`src/rtl/water_flow_monitor.sv`:
```
// water_flow_monitor
// Watches the drum water level over fixed windows and raises a sticky fault
// when the level fails to move in the commanded direction (fill or drain) for
// MAX_STRIKES consecutive windows.
//
// Ports:
//   clk                 system clock, rising edge
//   reset               synchronous active-high reset
//   water_flow_reset    1 = monitor disabled and cleared, 0 = running
//   water_flow_mode     1 = filling, 0 = draining
//   water_level_sensor  current drum level (10 bits)
//   water_flow_error    registered sticky fault flag
//   fault_mode          mode latched at fault (1 = fill, 0 = drain)
//   monitor_active      1 while monitoring or faulted
//
// state   | meaning
// --------+---------------------------------------------------------
// IDLE    | disabled; waits for water_flow_reset = 0 to capture
// MONITOR | counting window cycles, evaluating progress per window
// FAULT   | fault raised; everything frozen until cleared
module water_flow_monitor #(
    parameter int WINDOW_CYCLES = 1000,
    parameter int MIN_DELTA     = 4,
    parameter int MAX_STRIKES   = 3,
    parameter int FULL_LEVEL    = 1000
) (
    input  logic       clk,
    input  logic       reset,
    input  logic       water_flow_reset,
    input  logic       water_flow_mode,
    input  logic [9:0] water_level_sensor,
    output logic       water_flow_error,
    output logic       fault_mode,
    output logic       monitor_active
);

    typedef enum logic [1:0] {
        IDLE    = 2'd0,
        MONITOR = 2'd1,
        FAULT   = 2'd2
    } state_t;

    localparam logic [15:0] WIN_LAST  = 16'(WINDOW_CYCLES - 1);
    localparam logic [10:0] DELTA_W   = 11'(MIN_DELTA);
    localparam logic [10:0] FULL_W    = 11'(FULL_LEVEL);
    localparam logic [3:0]  STRIKES_W = 4'(MAX_STRIKES);

    state_t      state_q, state_d;
    logic [9:0]  baseline_q, baseline_d;
    logic        mode_q, mode_d;
    logic [15:0] window_cnt_q, window_cnt_d;
    logic [3:0]  strikes_q, strikes_d;
    logic        error_q, error_d;
    logic        fault_mode_q, fault_mode_d;
    logic        active_q, active_d;

    // Progress terms use 11 bits so baseline + delta cannot wrap near full scale.
    logic [10:0] sensor_w, baseline_w;
    logic        fill_progress, drain_progress, progress;
    logic [3:0]  strikes_inc;

    always_comb begin
        sensor_w       = {1'b0, water_level_sensor};
        baseline_w     = {1'b0, baseline_q};
        fill_progress  = (sensor_w >= baseline_w + DELTA_W) || (sensor_w >= FULL_W);
        drain_progress = (sensor_w + DELTA_W <= baseline_w) || (water_level_sensor == 10'd0);
        progress       = mode_q ? fill_progress : drain_progress;
        strikes_inc    = strikes_q + 4'd1;
    end

    always_comb begin
        state_d      = state_q;
        baseline_d   = baseline_q;
        mode_d       = mode_q;
        window_cnt_d = window_cnt_q;
        strikes_d    = strikes_q;

        // Mode is only looked at when water_flow_reset is low, so an X on it
        // during reset never reaches a register.
        if (water_flow_reset) begin
            state_d      = IDLE;
            baseline_d   = '0;
            mode_d       = 1'b0;
            window_cnt_d = '0;
            strikes_d    = '0;
        end else begin
            unique case (state_q)
                IDLE: begin
                    state_d      = MONITOR;
                    baseline_d   = water_level_sensor;
                    mode_d       = water_flow_mode;
                    window_cnt_d = '0;
                    strikes_d    = '0;
                end
                MONITOR: begin
                    if (water_flow_mode != mode_q) begin
                        // Direction changed: restart as a fresh capture.
                        baseline_d   = water_level_sensor;
                        mode_d       = water_flow_mode;
                        window_cnt_d = '0;
                        strikes_d    = '0;
                    end else if (window_cnt_q == WIN_LAST) begin
                        window_cnt_d = '0;
                        baseline_d   = water_level_sensor;
                        if (progress) begin
                            strikes_d = '0;
                        end else begin
                            strikes_d = strikes_inc;
                            if (strikes_inc == STRIKES_W) begin
                                state_d = FAULT;
                            end
                        end
                    end else begin
                        window_cnt_d = window_cnt_q + 16'd1;
                    end
                end
                FAULT: begin
                    state_d = FAULT;
                end
                default: begin
                    state_d = IDLE;
                end
            endcase
        end

        // Outputs follow the next state so they change on the same edge.
        error_d      = (state_d == FAULT);
        fault_mode_d = (state_d == FAULT) ? mode_d : 1'b0;
        active_d     = (state_d != IDLE);
    end

    always_ff @(posedge clk) begin
        if (reset) begin
            state_q      <= IDLE;
            baseline_q   <= '0;
            mode_q       <= 1'b0;
            window_cnt_q <= '0;
            strikes_q    <= '0;
            error_q      <= 1'b0;
            fault_mode_q <= 1'b0;
            active_q     <= 1'b0;
        end else begin
            state_q      <= state_d;
            baseline_q   <= baseline_d;
            mode_q       <= mode_d;
            window_cnt_q <= window_cnt_d;
            strikes_q    <= strikes_d;
            error_q      <= error_d;
            fault_mode_q <= fault_mode_d;
            active_q     <= active_d;
        end
    end

    assign water_flow_error = error_q;
    assign fault_mode       = fault_mode_q;
    assign monitor_active   = active_q;

endmodule

```
`config.mk`:
```
export PLATFORM = sky130hd
export DESIGN_NAME = water_flow_monitor
export DESIGN_NICKNAME = d
export VERILOG_FILES = /design/src/rtl/water_flow_monitor.sv
export SDC_FILE = /design/constraint.sdc
export NUM_CORES = 1
export LEC_CHECK = 0
export ABC_AREA = 1
export CAP_MARGIN = 20
export CORE_MARGIN = 4
export CORE_UTILIZATION = 59
export DETAILED_ROUTE_END_ITERATION = 8
export PLACE_DENSITY = 0.84
export SLEW_MARGIN = 25
export SYNTH_ARGS = -nofsm -noshare
export SYNTH_HDL_FRONTEND = slang
export SYNTH_SLANG_ARGS = --single-unit
```
`constraint.sdc`:
```
create_clock -name clk -period 2.25 [get_ports clk]
set_input_delay 0.3375 -clock clk [delete_from_list [all_inputs] [get_ports clk]]
set_output_delay 0.3375 -clock clk [all_outputs]
set_load 0.01 [all_outputs]
```
# [After elaboration in Yosys (flattened, before gate mapping)]
# Index checks and enable logic that the tools add are counted.
[totals] wordCells=52 regBits=36 output_inout_bits=3
[op_classes] add_sub_neg=4 bitwise_logic=1 mux=20 eq_ne=7 reduce_logical=9 magnitude_cmp=3
[op_table] op="$mux 16" count=2
[op_table] op="$pmux 16 s2" count=1
[op_table] op="$add 10x3->11 const B" count=2
[op_table] op="$mux 10" count=2
[op_table] op="$pmux 10 s2" count=1
[op_table] op="$add 16x1->16 const B" count=1
[op_table] op="$eq 16x10->1 const B" count=1
[op_table] op="$mux 4" count=3
[op_table] op="$ge 10x11->1" count=1
[op_table] op="$le 11x10->1" count=1
[op_table] op="$ge 10x10->1 const B" count=1
[op_table] op="$logic_not 10->1" count=1
[op_table] op="$mux 2" count=5
[op_table] op="$pmux 4 s2" count=1
[op_table] op="$pmux 2 s3" count=1
[op_table] op="$add 4x1->4 const B" count=1
[op_table] op="$eq 2x2->1 const B" count=2
[op_table] op="$eq 4x2->1 const B" count=1
[op_table] op="$reduce_bool 2->1" count=2
[op_table] op="$reduce_or 2->1" count=2
[op_table] op="$mux 1" count=3
[op_table] op="$ne 3x3->1 const B" count=1
[op_table] op="$eq 2x1->1 const B" count=1
[op_table] op="$logic_not 2->1" count=1
[op_table] op="other kinds (5)" count=6

# [Depth between registers and ports, before layout]
[depth] ltp_word=12 mapped_depth=19

# [Least setup slack after synthesis]
# No wires, ideal clock.
[synth_path] path_type="reg-to-reg" startpoint="register baseline_q[4]" endpoint="register fault_mode_q, in the netlist fault_mode" period_less_slack_ns=1.998 setup_time_ns=0.062 arrival_time_ns=1.936 setup_slack_ns=0.252 stages_incl_launch_ff=18 path_cell_list="dfxtp_1 nand3_1 nor2_1 nand4_1 xor2_1 inv_1 ha_1 a21oi_1 nand2_1 nand2_1 nand3_1 nor2_1 nand2_1 nand2_4 nand2_2 nand2_2 nand2_2 nor2_2"
[synth_between] elab_chain_cells=12
[synth_lines] element="from (decl)" line_no="49" text="logic [9:0] baseline_q, baseline_d;"
[synth_lines] element="from (signal assigned)" line_no="144" text="baseline_q <= baseline_d;"
[synth_lines] element="$add 10x3->11" line_no="65" text="fill_progress = (sensor_w >= baseline_w + DELTA_W) || (sensor_w >= FULL_W);"
[synth_lines] element="$ge 10x11->1" line_no="65"
[synth_lines] element="$logic_or 1x1->1" line_no="65"
[synth_lines] element="$mux 1 *" line_no="67" text="progress = mode_q ? fill_progress : drain_progress;"
[synth_lines] element="$mux 2 *" line_no="105" text="if (progress) begin"
[synth_lines] element="$mux 2 *" line_no="102" text="end else if (window_cnt_q == WIN_LAST) begin"
[synth_lines] element="$mux 2 *" line_no="96" text="if (water_flow_mode != mode_q) begin"
[synth_lines] element="$pmux 2 s3 *" line_no="87" text="unique case (state_q)"
[synth_lines] element="$mux 2 *" line_no="80" text="if (water_flow_reset) begin"
[synth_lines] element="$eq 2x2->1 *" line_no="128" text="fault_mode_d = (state_d == FAULT) ? mode_d : 1'b0;"
[synth_lines] element="$not 1->1 (no line) *"
[synth_lines] element="$reduce_or 2->1 (no line) *"
[synth_lines] element="to (signal assigned)" line_no="149" text="fault_mode_q <= fault_mode_d;"
[synth_lines] element="to (decl)" line_no="54" text="logic fault_mode_q, fault_mode_d;"
# Every way passes the cells marked *; elsewhere a longest branch is shown, timed or not.
# A chain may end at the register's enable or synchronous reset.

# [Final worst setup path]
[layout_path] startpoint="register baseline_q[2]" endpoint="register fault_mode_q, in the netlist fault_mode"
# The elaborated chain is that of the path after synthesis.

==> results.md <==
* Status: finished clean
* Initial antenna violation count at 0
* Aggregate routed wire length at 5.80 mm
* Worst setup SP type: register
* Met2 wire len at 2.87 mm
* Int Pwr at 1.10 mW
* Actual slew at the worst max-slew pin at between 200 and 300 ps
* First-pass GRT wire length at 9.63 mm
* Rows at 23
* Post-Synthesis Cell Area at approximately 0.0025 mm^2
* Data required, critical path at 2480 ps
* Deepest clock path buffer count at 2
* Placed cell areas at 0.00292 mm^2
* WL met1 at ~2.6 mm
* Arr. time, crit path at 2390 ps
* Crit path buf inv count at 0
* Routed len/inst at approximately 13 um
* Critical Path, Cell by Cell: ha_4, nand2_4, nor2_4, nand3_2, xor2_1, ha_1, nand3_1, nand2_1, nand2_1, nand3_1, nor2_2, nand2_2, nand2_4, nand2_2, nand2_2, nand2_2, nor2_2
* Clk slew on worst S/H paths at 80 ps
* IO buf count at 16
* Relative slew slack at 0.803
* I/O pins at 17
* Via count at around 2400
* Final hold vios at 0
* Post-CTS Hold Fix Bufs at 0
* Psw at 0.404 mW
* Type of the worst setup path: register to register
* H-Tree Depth at 2
* Clock Sinks at 36
* Cells on worst reg2reg path at 17
* Post-synthesis sequential area ratio at 0.285
* VDD IR max at 0.000536 V
* Root Buffer: clkbuf_8
* Drt drc at 0
* Area Overhead vs Synth at 24.7%
* Routed wl met3 at 227 um
* CP max-delay cell: dfxtp_4
* Global-route usage over all layers at 0.225
* GP Congestion at 0.975
* CP most frequent cell: nand2_2
* Vias per cell at 5.30
* Synth Net Count at 400
* Max Cap Viol at 0
* Vias in the first global route at 2240
* Final-layout fill cell count at between 200 and 300
* Syn Area/Cell at about 7 um^2
* Overflow after GRT at 0
* Max-slew violation count at 0
* Worst Hold Slack at about 460 ps
* Largest net degree at the start of global routing at 16
* Minimum clock period after layout at 2160 ps
* Total CTS buffers at 5
* Highest cell delay on the worst timing path at 380 ps
* Synth cell types at 28
* Post-DRT Antenna Nets at 0
* CTS tree: yes
* DR iter-0 viols at 97
* Reg power frac at 0.437
* Ys Warns at 0
* Nets@finish at 446
* Post-route cell area at 0.00316 mm^2
* Final worst path period share at 0.960
* DR top layer: met4
* Worst-Skew Late Latency at between 200 and 300 ps
* Layout cells sized above 1 at 0.229
* Power per cell area at 478 mW/mm^2
* Die area at 0.00540 mm^2
* Die W at between 70 and 80 um
* Fmax at roughly 460 MHz
* Starting Density at 0.620
* Final setup violation count at 0
* Critical path depth at 17
* Final Skew at ~11 ps
* Die Y at 73.5 um
* Antenna cells at 0
* Clk network pwr share at 0.373
* Sw Share at 0.268
* Final Power at roughly 1.5 mW
* Seq cells post-synth at 36
* Final HPWL DP at between 4 and 5 mm
* Unrepaired setup endpoints after global routing: yes
* Critical path fanouts, max at 5
* HP Class: register to register
* Setup TNS at 0 ps
* Leakage at 1.39 nW
* Core area at 0.00409 mm^2
* Final Util at 0.773
* Synthesized instance count at 359
* Drt pass-1 iters at 4
* Comb pwr share at 0.190
* Worst hold stages at 2
* Critical Path End Type: register
* Cell family with most CP delay: simple AND/OR/NAND/NOR gates
[worst reg2reg max path: stages (launching register included)]
cell     delay (ps)
dfxtp_4         380
ha_4            150
nand2_4          50
nor2_4          120
nand3_2          80
xor2_1          160
ha_1            310
nand3_1          70
nand2_1          50
nand2_1          60
nand3_1          90
nor2_2          120
nand2_2          90
nand2_4          90
nand2_2          50
nand2_2          70
nand2_2          70
nor2_2           70
[cell usage after synthesis (all sizes together)]
| master | count | area [um^2] |
|---|---|---|
| nand4 | 6 | 37.5 |
| nor3 | 12 | 75.1 |
| nor3b | 2 | 15.0 |
| buf | 3 | 33.8 |
| dfxtp | 36 | 721 |
| xor2 | 20 | 175 |
| nor2 | 51 | 226 |
| clkbuf | 2 | 7.51 |
| xnor2 | 2 | 17.5 |
| ha | 27 | 338 |
| a21oi | 26 | 130 |
| inv | 54 | 205 |
| o21ai | 18 | 93.8 |
| and3 | 2 | 12.5 |
| nor4 | 2 | 12.5 |
| or2 | 2 | 12.5 |
| nand2 | 73 | 312 |
| nand3 | 20 | 100 |
| o31ai | 1 | 7.51 |
[cell type report]
cell class	instances	area, um^2	share of cell area
timing repair buffer	44	377	0.119
clock buffer	5	68.8	0.0218
clock inverter	3	42.5	0.0135
sequential	36	726	0.230
inverter	54	205	0.0650
tap	50	62.6	0.0198
multi-input combinational	264	1680	0.531
[routing by layer]
layer,up-vias,GRT usage
met5,-,0
met4,0,0.0744
met3,13,0.0342
met2,54,0.386
met1,1108,0.286
li1,1241,-
[power by group through the flow]
stage	combinational (mW)	clock, mW	sequential [mW]
5_1_grt	0.318	0.601	0.662
4_1_cts	0.264	0.574	0.658
2_1_floorplan	0.157	0	0.672
3_3_place_gp	0.252	0	0.672
6_report	0.286	0.563	0.660
3_5_place_dp	0.260	0	0.673
[timing repair]
item	4_1_cts	5_1_grt
pin swaps	6	6
setup endpoints to repair	8	8
cloned	0	0
buffers inserted	0	1
resized for setup	13	26
[worst paths after layout]
kind,from,to,slack (ps)
worst max register to register,baseline_q[2],fault_mode,90
worst min register to register,baseline_q[1],baseline_q[1],460
worst min-delay path,baseline_q[1],baseline_q[1],460
worst max-delay path,baseline_q[2],fault_mode,90
[metrics by stage]
stage | setup WS (ps) | instances
floorplan | 252 | 359
global placement | -325 | 447
detailed placement | -427 | 447
CTS | 3.61 | 455
global route | -97.3 | 456
finish | 89.7 | 456
[state kept, by name, summed over array words and instances (netlist names)]
signal	cells
fault_mode	1
window_cnt_q	16
mode_q	1
state_q	2
water_flow_error	1
strikes_q	4
baseline_q	10
monitor_active	1
[cell usage in the layout (no fill, tap or decap), types with 4 or more instances in the layout]
master,netlist,routed
dfxtp_1,36,34
nor2_4,3,4
clkbuf_8,0,5
nand3_1,20,17
nor2_1,43,38
inv_2,5,6
a21oi_1,26,21
nand2_2,12,14
nor3_1,9,9
a21oi_2,0,5
clkdlybuf4s50_1,0,8
o21ai_0,7,6
inv_1,48,47
buf_4,0,28
ha_1,27,23
xor2_1,20,20
dlymetal6s2s_1,0,4
nand2_1,60,57
nor2_2,5,9
o21ai_1,10,11
nand4_1,6,6
[logic make-up after synthesis]
group	count (synthesis)	synth area share
and+or+nand+nor	170	0.317
buffers and inverters	59	0.0973
AOI/OAI and AO/OA	45	0.0914
xor gates and xnor gates	22	0.0761
DFF	36	0.285
adders and majority gates	27	0.133
Power figures use the tool's default switching activity.
